### config.mk
export PLATFORM = sky130hd
export DESIGN_NAME = framebuffer_arbiter
export DESIGN_NICKNAME = d
export VERILOG_FILES = /design/src/rtl/framebuffer_arbiter.sv
export SDC_FILE = /design/constraint.sdc
export NUM_CORES = 1
export LEC_CHECK = 0
export CORE_ASPECT_RATIO = 1.25
export CORE_UTILIZATION = 50
export DETAILED_ROUTE_END_ITERATION = 7
export DONT_BUFFER_PORTS = 1
export PLACE_DENSITY = 0.63
export SYNTH_ARGS = -nofsm -noshare
export SYNTH_HDL_FRONTEND = slang
export SYNTH_SLANG_ARGS = --single-unit
export TNS_END_PERCENT = 30
### constraint.sdc
create_clock -name CLOCK_25 -period 4 [get_ports CLOCK_25]
set_input_delay 0.8 -clock CLOCK_25 [delete_from_list [all_inputs] [get_ports CLOCK_25]]
set_output_delay 0.8 -clock CLOCK_25 [all_outputs]
set_load 0.1 [all_outputs]
### src/rtl/framebuffer_arbiter.sv
// framebuffer_arbiter: shares one single-port RAM between display scan-out reads and queued pixel writes.
// Latency: RAM command registered one cycle after sampling; pixel_out two cycles after the coordinate is sampled.
// Backpressure: wr_ready low while the write FIFO is full or reset is high; display reads always win, writes drain in gaps.
// Optional feature macro FB_BOUNDS_CHECK_EN: out-of-range writes are accepted and dropped instead of wrapping.
module framebuffer_arbiter #(
    parameter int WIDTH      = 160,
    parameter int HEIGHT     = 120,
    parameter int PIX_W      = 8,
    parameter int ADDR_W     = 15,
    parameter int FIFO_DEPTH = 4
) (
    input  logic                          CLOCK_25,
    input  logic                          reset,
    input  logic [9:0]                    disp_x,
    input  logic [8:0]                    disp_y,
    input  logic                          disp_active,
    output logic [PIX_W-1:0]              pixel_out,
    input  logic                          wr_valid,
    output logic                          wr_ready,
    input  logic [9:0]                    wr_x,
    input  logic [8:0]                    wr_y,
    input  logic [PIX_W-1:0]              wr_data,
    output logic [ADDR_W-1:0]             mem_addr,
    output logic                          mem_we,
    output logic [PIX_W-1:0]              mem_wdata,
    input  logic [PIX_W-1:0]              mem_rdata,
    output logic [$clog2(FIFO_DEPTH):0]   fifo_count
);

    localparam int PW = $clog2(FIFO_DEPTH);
    localparam int CW = PW + 1;
    localparam logic [CW-1:0] DEPTH_C = CW'(FIFO_DEPTH);

    typedef struct packed {
        logic [ADDR_W-1:0] addr;
        logic [PIX_W-1:0]  data;
    } wr_entry_t;

    wr_entry_t         fifo_mem [FIFO_DEPTH];
    logic [PW-1:0]     rd_ptr;
    logic [PW-1:0]     wr_ptr;
    logic [CW-1:0]     count;

    logic              last_vld;
    logic [9:0]        last_x;
    logic [8:0]        last_y;

    logic              rd_s1;
    logic              rd_s2;
    logic              oob_s1;
    logic              oob_s2;

    logic              disp_in_bounds;
    logic [ADDR_W-1:0] disp_addr;
    logic              disp_read;
    logic              disp_oob;
    logic [ADDR_W-1:0] wr_addr;
    logic              push;
    logic              pop;
    wr_entry_t         head;

    assign fifo_count = count;
    assign head       = fifo_mem[rd_ptr];

    // Read/write arbitration, address generation and FIFO handshake decode.
    always_comb begin
        disp_in_bounds = ({22'd0, disp_x} < 32'(WIDTH)) && ({23'd0, disp_y} < 32'(HEIGHT));
        disp_addr      = ADDR_W'({23'd0, disp_y} * 32'(WIDTH) + {22'd0, disp_x});
        disp_read      = disp_active && disp_in_bounds &&
                         (!last_vld || (disp_x != last_x) || (disp_y != last_y));
        disp_oob       = disp_active && !disp_in_bounds;
        wr_addr        = ADDR_W'({23'd0, wr_y} * 32'(WIDTH) + {22'd0, wr_x});
        wr_ready       = !reset && (count < DEPTH_C);
`ifdef FB_BOUNDS_CHECK_EN
        // Out-of-range writes complete the handshake but never enter the queue.
        push           = wr_valid && wr_ready &&
                         ({22'd0, wr_x} < 32'(WIDTH)) && ({23'd0, wr_y} < 32'(HEIGHT));
`else
        push           = wr_valid && wr_ready;
`endif
        pop            = !disp_read && (count != '0);
    end

    // FIFO storage; only written on an accepted push, which cannot happen in reset.
    always_ff @(posedge CLOCK_25) begin
        if (push) begin
            fifo_mem[wr_ptr] <= '{addr: wr_addr, data: wr_data};
        end
    end

    // FIFO pointers and occupancy; simultaneous push and pop leave the count unchanged.
    always_ff @(posedge CLOCK_25) begin
        if (reset) begin
            rd_ptr <= '0;
            wr_ptr <= '0;
            count  <= '0;
        end else begin
            if (push) begin
                wr_ptr <= wr_ptr + PW'(1);
            end
            if (pop) begin
                rd_ptr <= rd_ptr + PW'(1);
            end
            case ({push, pop})
                2'b10:   count <= count + CW'(1);
                2'b01:   count <= count - CW'(1);
                default: count <= count;
            endcase
        end
    end

    // Registered RAM command: display read, else queued write, else idle read of address 0.
    always_ff @(posedge CLOCK_25) begin
        if (reset) begin
            mem_addr  <= '0;
            mem_we    <= 1'b0;
            mem_wdata <= '0;
        end else if (disp_read) begin
            mem_addr  <= disp_addr;
            mem_we    <= 1'b0;
            mem_wdata <= '0;
        end else if (pop) begin
            mem_addr  <= head.addr;
            mem_we    <= 1'b1;
            mem_wdata <= head.data;
        end else begin
            mem_addr  <= '0;
            mem_we    <= 1'b0;
            mem_wdata <= '0;
        end
    end

    // Last-read coordinate; cleared when blanking or off-screen so the next valid pixel re-reads.
    always_ff @(posedge CLOCK_25) begin
        if (reset) begin
            last_vld <= 1'b0;
            last_x   <= '0;
            last_y   <= '0;
        end else if (!disp_active || !disp_in_bounds) begin
            last_vld <= 1'b0;
        end else if (disp_read) begin
            last_vld <= 1'b1;
            last_x   <= disp_x;
            last_y   <= disp_y;
        end
    end

    // Two-stage tracking of read/off-screen events so pixel_out lines up with RAM read data.
    always_ff @(posedge CLOCK_25) begin
        if (reset) begin
            rd_s1     <= 1'b0;
            rd_s2     <= 1'b0;
            oob_s1    <= 1'b0;
            oob_s2    <= 1'b0;
            pixel_out <= '0;
        end else begin
            rd_s1  <= disp_read;
            rd_s2  <= rd_s1;
            oob_s1 <= disp_oob;
            oob_s2 <= oob_s1;
            if (rd_s2) begin
                pixel_out <= mem_rdata;
            end else if (oob_s2) begin
                pixel_out <= '0;
            end
        end
    end

endmodule
== Yosys cells after proc, flatten, opt, wreduce, memory -nomap -nowiden ==
Memory sizes are Yosys's and may differ from the RTL's. A register that Yosys moved wholly into a read port is not among the register bits.
Index checks and enable logic that the tools add are counted.
Cells by class
  add/sub/neg operators: 6
  multipliers: 2
  order comparisons: 3
  equality and inequality tests: 4
  mux-type cells: 10
  bitwise logic cells: 2
  reductions and logical operators: 22
Operators by type and width (number)
  15-bit by 10-bit adder with 15-bit output: 2
  15-bit two-way mux: 2
  9-bit by 3-bit multiplier with 10-bit output, second input constant: 2
  8-bit two-way mux: 2
  10-bit by 8-bit less-than comparator with 1-bit output, second input constant: 1
  10-bit != test: 1
  9-bit by 7-bit less-than comparator with 1-bit output, second input constant: 1
  9-bit != test: 1
  1-bit logical AND: 7
  3-bit case mux with 2 select lines: 1
  1-bit zero test: 5
  2-bit by 1-bit adder with 2-bit output, second input constant: 2
  2-bit two-way mux: 2
  2-bit nonzero test: 2
  2-bit OR reduction: 2
  3-bit by 1-bit adder with 3-bit output, second input constant: 1
  1-bit logical OR: 3
  3-bit less-than comparator, second input constant: 1
  1-bit two-way mux: 3
  3-bit nonzero test: 1
  3-bit OR reduction: 1
  3-bit by 1-bit subtractor with 3-bit output, second input constant: 1
  2-bit by 1-bit equality test with 1-bit output, second input constant: 1
  2-bit equality test, second input constant: 1
  2 further kinds: 3
Storage, ports and cells
  register bits: 63
  RAM bits: 92
  input port bits: 58
  memories: 1
Memory list
  fifo_mem: depth 4, bits a word 23, read ports 1, clocked after memory_dff 1, wr ports 1, RTL line 39  | wr_entry_t fifo_mem [FIFO_DEPTH];

== Depth between registers and ports, before layout ==
Gate-level depths: netlist of the first run.
  word-level depth: 8
  depth in mapped cells: 12
  gate-level depth less buffers: 11

== Worst setup path after synthesis of the first run ==
OpenSTA, ideal clock, no wires.
  path kind: in2reg
  from: input reset
  to: register count[2] (netlist: fifo_count[2])
  library setup time: 0.071 ns
  arrival time: 3.672 ns
  data required time: 3.929 ns
  slack: 0.258 ns
  cell stages on the path: 10
  buffers on the path: 1
  cell sequence: clkbuf_1 nor2_1 and2_1 inv_1 ha_1 inv_1 fa_1 xor2_1 or3_1 a21oi_1
On the way
  word-level cells in the longest chain between the ends: 5
  elaborated cells between the ends (all ways): 7
  those cells by class: eq/ne (2); mux (1); reduce/logical (4)
Ends and longest elaborated chain
  start, declared: RTL line 13  | input logic reset,
  1-bit zero test (*): RTL line 73  | wr_ready = !reset && (count < DEPTH_C);
  1-bit logical AND (*): RTL line 73
  net wr_ready: RTL line 19  | output logic wr_ready,
  1-bit logical AND (*): RTL line 79  | push = wr_valid && wr_ready;
  2-bit by 1-bit equality test with 1-bit output or 2-bit equality test (tied branches): RTL line 104  | case ({push, pop})
  3-bit case mux with 2 select lines or 2-bit nonzero test (tied branches)
  end signal, assigned: RTL line 105  | 2'b10: count <= count + CW'(1);
  end signal, assigned: RTL line 106  | 2'b01: count <= count - CW'(1);
  end signal, assigned: RTL line 107  | default: count <= count;
  end, declared: RTL line 42  | logic [CW-1:0] count;
Mark *: on every way through the listed nets, which the timed path passes. The rest lies on a longest branch.
A chain may end at the register's enable or synchronous reset.

== Final worst setup path of the first run ==
  from: input disp_x[4]
  to: register count[2] (netlist: fifo_count[2])
On the way
  word-level cells in the longest chain between the ends: 8
  elaborated cells between the ends (all ways): 13
  those cells by class: order compare (1); eq/ne (3); mux (1); reduce/logical (8)
Ends and longest elaborated chain
  start, declared: RTL line 14  | input logic [9:0] disp_x,
  10-bit by 8-bit less-than comparator with 1-bit output or 10-bit != test (tied branches): RTL line 67, 70
  1-bit logical AND or 1-bit logical OR (tied branches): RTL line 67, 70
  1-bit logical AND or 1-bit logical OR (tied branches): RTL line 69, 70
  1-bit logical AND (*): RTL line 69  | disp_read = disp_active && disp_in_bounds &&
  1-bit zero test (*): RTL line 81  | pop = !disp_read && (count != '0);
  1-bit logical AND (*): RTL line 81
  net pop: RTL line 59  | logic pop;
  2-bit by 1-bit equality test with 1-bit output or 2-bit equality test (tied branches): RTL line 104
  3-bit case mux with 2 select lines or 2-bit nonzero test (tied branches)
Marked as above.

==> flow_summary.json, run 1 <==
{
  "syn-cell-area_um2": 6973,
  "dr.pass1.iters": 4,
  "clock_sinks": 157,
  "die_y_um": 134.0,
  "worst_slew_pin_slew_ps": 1007,
  "synthCells": 491,
  "layout_common_cells": "edfxtp_1, dfxtp_1, ha_1",
  "r2r_cells": 12,
  "status": "finished, final reports clean",
  "fp.dieW_um": 107.6,
  "overflow": 0,
  "min_path_type": "flip-flop to flip-flop",
  "setup_viol": 0,
  "drv_slew": 0,
  "crit_path_end_kind": "flip-flop",
  "worstPathRequired_ps": 4360,
  "synth-edff-count": 92,
  "cts_buffer_depth": 2,
  "synth-seq-area-share_pct": 58.28,
  "yosysTopAreaCellShare_pct": 39.62,
  "critPathMaxFanout": 12,
  "yosys_warnings": 0,
  "drive_gt1_share_pct": 15.31,
  "p_seq_share_pct": 47.8,
  "path_class": "input port to flip-flop",
  "hold_viol": 0,
  "arrival_ps": 3100,
  "fmax_mhz": 364.5,
  "switching_share_pct": 34.67,
  "num_vias": 3869,
  "cap_violations": 0,
  "postCtsSetupRepairBufs": 0,
  "place_ws_ps": 793.5,
  "clockRootBuffer": "clkbuf_16",
  "clkTransAtPathRegs_ps": 60,
  "power_frac_clock_pct": 32.3,
  "pwr-share-comb_pct": 19.8,
  "fin_skew_ps": 8.104,
  "maxSlewHeadroom_pct": 32.78,
  "finalSetupTns_ps": 0,
  "ctsResizeCount": 0,
  "antenna_found_initial": 0,
  "core-area_um2": 13410,
  "io_buffers": 0,
  "synthArstFlopShare_pct": 0,
  "dp_hpwl_um": 8742,
  "cts-buffers-inserted": 17,
  "grt_pass1_wl_um": 20540,
  "seqCellArea_um2": 4065,
  "grt_pass1_vias": 4056,
  "whs_path_depth": 1,
  "dp_cells": 655,
  "avgSynthCellArea_um2": 14.20,
  "clk_latency_ps": 430,
  "fillers": 1054,
  "crit_path_start_kind": "input port",
  "ys.flop_type": "edfxtp_1",
  "crit_slowest_cell": "fa_1",
  "htreeDepth": 4,
  "area.growth.synth_to_final_pct": 11.81,
  "start_util_pct": 52.01,
  "cts_tree": "done",
  "p_int_w": 0.003353,
  "instances_no_fill": 687,
  "io-pin-count": 94,
  "antenna_left": 0,
  "synth.area.top_cells": "edfxtp_1, dfxtp_1, mux4_2",
  "slowest_delay_ps": 370,
  "finalCoreUtilization_pct": 58.15,
  "drt_iter0_drc": 217,
  "cts_hold_buf": 0,
  "path_cells": "xnor2_1 > nand4_1 > nor3_4 > a21oi_2 > buf_4 > nor2_2 > ha_1 > inv_1 > fa_1 > xor2_1 > or3_1 > a21oi_1",
  "insertedDiodeCount": 0,
  "multiInputGateArea_um2": 2758,
  "p_leak_nw": 2.833,
  "die_area_um2": 14430,
  "period_needed_ps": 2744,
  "vdd_drop_max_mv": 0.3939,
  "power.density_nw_per_um2": 658.2,
  "rsz0062_at_grt": "false",
  "synth_top_cell_by_area": "edfxtp_1",
  "grt_max_degree": 29,
  "synth_cell_types": 51,
  "synth-seq-cells": 157,
  "via_per_inst": 5.632,
  "final.setup.worst_slack_ps": 1256,
  "fin_crit_sh_pct": 68.59,
  "postRouteWirelength_um": 12900,
  "final_common_cell": "edfxtp_1",
  "nNetsFinal": 607,
  "netSwitchingPower_w": 0.001779,
  "post_drt_wl_per_cell_um": 18.78,
  "place_congestion": 0.8002,
  "groute.usage.overall_pct": 19.34,
  "rows": 47,
  "drcViolationCount": 0,
  "synth_nets": 595
}
[cells by family (layout without fill, tap and decap cells)]
family,after synthesis,count (layout),share of synthesized area (%)
XOR/XNOR,46,46,5.778
buffers and inverters,35,60,2.279
AND/OR/NAND/NOR,96,96,8.344
adder cells (fa/ha/maj),46,46,8.792
multiplexers,26,26,7.913
flip-flops,157,157,58.28
AO/OA/AOI/OAI,85,85,8.613
[Yosys cell counts, types with 2 or more instances]
| cell type | count |
|---|---|
| mux2_2 | 3 |
| or3b_1 | 4 |
| xor2_1 | 9 |
| a21oi_1 | 27 |
| inv_1 | 17 |
| buf_4 | 3 |
| ha_1 | 41 |
| a22o_1 | 26 |
| nor3_1 | 5 |
| nor2_1 | 20 |
| and3b_1 | 2 |
| mux4_2 | 23 |
| nor2b_1 | 8 |
| a21o_1 | 4 |
| nand2b_1 | 4 |
| fa_1 | 5 |
| buf_2 | 6 |
| o21ai_0 | 11 |
| edfxtp_1 | 92 |
| and2_1 | 15 |
| nor3b_1 | 10 |
| nand2_1 | 8 |
| xnor2_1 | 37 |
| a211oi_1 | 2 |
| nand4_1 | 6 |
| o21bai_1 | 3 |
| clkbuf_1 | 7 |
| and3_1 | 5 |
| nor2_2 | 2 |
| dfxtp_1 | 65 |
[cell type report]
class	count	share of cell area, %
clock inverters	12	1.862
well taps	171	2.744
flip-flops and latches	157	52.14
multi-input cells	299	35.37
repair buffers	11	1.059
inverters	17	0.8185
clock buffers	20	6.002
[flip-flops by register name, summed over array words and instances, names as in the netlist, 2 cells and up, named ones only]
signal and flops:
pixel_out 8, mem_wdata 8, last_x 10, wr_ptr 2
mem_addr 15, last_y 9, fifo_mem 92, rd_ptr 2
fifo_count 3
[final timing paths]
path	start	end	slack, ps
worst max-delay path	disp_x[4]	fifo_count[2]$_SDFFE_PP0P_	1260
worst min-delay path	rd_s1$_SDFF_PP0_	rd_s2$_SDFF_PP0_	450
worst max register to register	last_x[4]$_SDFFE_PP0P_	fifo_count[2]$_SDFFE_PP0P_	1280
worst min register to register	rd_s1$_SDFF_PP0_	rd_s2$_SDFF_PP0_	450
[power groups by stage]
stage          Combinational [W]  Clock [W]  Sequential [W]
6_report                 0.00102    0.00166         0.00246
5_1_grt                  0.00112    0.00175         0.00248
3_3_place_gp             0.00100          0         0.00250
3_5_place_dp             0.00102          0         0.00250
2_1_floorplan           0.000782          0         0.00251
4_1_cts                  0.00103    0.00169         0.00247
[metal layers]
metal	track usage [%]	wire length [um]	vias to the layer above
met1	23.11	5473	1885
met5	0	0	-
li1	-	-	1860
met3	5.637	745	18
met2	32.83	6459	106
met4	7.306	223	0
[critical path, delay by kind of cell]
family,cells,cell delay [ps]
simple gates,4,920
xor+xnor,2,320
compound gates,2,220
buf+inv,2,250
fa+ha+maj,2,580
[metrics by stage]
stage,hold WS [ps],cell area (um^2),power [W]
after floorplan,413.8,6973,0.003290
after global placement,433.9,7183,0.003500
after detailed placement,426.4,7183,0.003523
after CTS,422.2,7796,0.005187
after global routing,425.4,7796,0.005347
final,445.0,7796,0.005132
Power figures use the tool's default switching activity.
==> run 2, diff against run 1 <==
Clock period 4 ns to 2.6 ns, I/O delays scaled along.
==> run 2 against run 1 <==
  * Core utilization up 3.4 points
  * Die area unchanged
  * Largest power group unchanged
  * Critical endpoint unchanged
  * Sequential power grew 25%
==> flow_summary.json, run 2 (same netlist as run 1, synthesis figures left out) <==
{
  "status": "finished, final reports clean",
  "via_per_inst": 5.442,
  "grt_max_degree": 29,
  "worst-path-buf-inv": 1,
  "ctsResizeCount": 0,
  "worst_slew_pin_slew_ps": 553.3,
  "grt_pass1_vias": 4200,
  "maxSlewHeadroom_pct": 63.11,
  "fin_crit_sh_pct": 94.51,
  "fmax_mhz": 406.9,
  "multiInputGateArea_um2": 2780,
  "slowest_delay_ps": 340,
  "period_needed_ps": 2457,
  "fp.dieW_um": 107.6,
  "path_cells": "xnor2_1 > nand4_1 > nor3_4 > a21oi_2 > nor2_4 > ha_2 > inv_1 > fa_2 > xor2_1 > or3_1 > a21oi_1",
  "power.density_nw_per_um2": 990.9,
  "overflow": 0,
  "core-area_um2": 13410,
  "layout_common_cells": "edfxtp_1, buf_4, dfxtp_1",
  "grt_pass1_wl_um": 20620,
  "drive_gt1_share_pct": 24.91,
  "vdd_drop_max_mv": 0.5809,
  "seqCellArea_um2": 4069,
  "cts_tree": "done",
  "clock_sinks": 157,
  "arrival_ps": 2810,
  "antenna_found_initial": 0,
  "worstPathRequired_ps": 2950,
  "rsz0062_at_grt": "false",
  "clkTransAtPathRegs_ps": 60,
  "place_ws_ps": -165.6,
  "final_common_cell": "edfxtp_1",
  "cp_top_family": "simple AND/OR/NAND/NOR gates",
  "htreeDepth": 4,
  "fin_skew_ps": 9.482,
  "min_path_type": "input port to flip-flop",
  "postCtsSetupRepairBufs": 0,
  "post_drt_wl_per_cell_um": 17.21,
  "dp_hpwl_um": 8959,
  "regMostFlops": "fifo_mem",
  "die_y_um": 134.0,
  "drt_iter0_drc": 203,
  "p_leak_nw": 3.134,
  "path_class": "flip-flop to flip-flop",
  "cts_hold_buf": 0,
  "start_util_pct": 52.01,
  "num_vias": 4054,
  "cap_violations": 0,
  "postRouteWirelength_um": 12820,
  "crit_path_start_kind": "flip-flop",
  "hold_viol": 0,
  "cts_buffer_depth": 2,
  "hold_ws_ps": 155.0,
  "drv_slew": 0,
  "crit_slowest_cell": "fa_2",
  "final.setup.worst_slack_ps": 142.7,
  "critPathMaxFanout": 2,
  "crit_path_end_kind": "flip-flop",
  "antenna_left": 0,
  "io_buffers": 0,
  "clockRootBuffer": "clkbuf_16",
  "fillers": 1029,
  "cts-buffers-inserted": 17,
  "largestRegisters": "fifo_mem: 92 flops, mem_addr: 15 flops, last_x: 10 flops",
  "groute.usage.overall_pct": 19.32,
  "setup_viol": 0,
  "die_area_um2": 14430,
  "insertedDiodeCount": 0,
  "place_congestion": 0.8208,
  "dr.pass1.iters": 5,
  "drcViolationCount": 0,
  "largest_reg_flops": 92,
  "clk_latency_ps": 430,
  "area.growth.synth_to_final_pct": 18.34,
  "rows": 47,
  "io-pin-count": 94,
  "nNetsFinal": 665
}
run 2: cell count changes in the layout (fill, tap and decap cells not counted), sizes merged:
cell,delta
buf,+58
inv,-1
clkbuf,-2
clkinv,+3
run 2: stage by stage:
step | setup TNS (ps) | util, % | instance area [um^2] | power (W) | std cells
CTS | 0 | 61.54 | 8252 | 0.008281 | 745
global placement | -530.3 | 57.02 | 7645 | 0.005691 | 713
detailed placement | -1429 | 57.02 | 7645 | 0.005754 | 713
finish | 0 | 61.54 | 8252 | 0.008177 | 745
floorplan | -32.41 | - | 7002 | 0.005100 | 491
global route | 0 | 61.54 | 8252 | 0.008524 | 745
run 2: power by group:
part | switching, W | internal [W]
Sequential | 0.000150 | 0.00293
Clock | 0.00105 | 0.00146
Combinational | 0.00161 | 0.000984
run 2: worst paths after layout:
kind	startpoint	endpoint	slack (ps)	depth (start not counted)
setup / recovery	last_x[3]$_SDFFE_PP0P_	fifo_count[2]$_SDFFE_PP0P_	140	11
hold / removal	reset	fifo_count[0]$_SDFFE_PP0P_	160	1
setup reg to reg	last_x[3]$_SDFFE_PP0P_	fifo_count[2]$_SDFFE_PP0P_	140	11
hold reg to reg	rd_s1$_SDFF_PP0_	rd_s2$_SDFF_PP0_	450	1
run 2: final cells by class:
| type | instances | share of cell area (%) |
|---|---|---|
| timing repair buffer | 69 | 6.277 |
| tap | 171 | 2.593 |
| multi-input combinational | 299 | 33.69 |
| inverter | 17 | 0.7733 |
| clock inverter | 14 | 2.153 |
| sequential | 157 | 49.31 |
| clock buffer | 18 | 5.201 |
run 2: routing by layer:
layer / wire length (um) / global-route usage [%]
met5: 0 / 0
met4: 142 / 7.458
met3: 715 / 6.025
met2: 6556 / 32.41
met1: 5406 / 23.12
==> run 3, diff against run 2 <==
Settings changed: GPL_TIMING_DRIVEN set to 1.
==> results of run 3 <==
Final layout, timing and power as in run 2 (identical DEF).
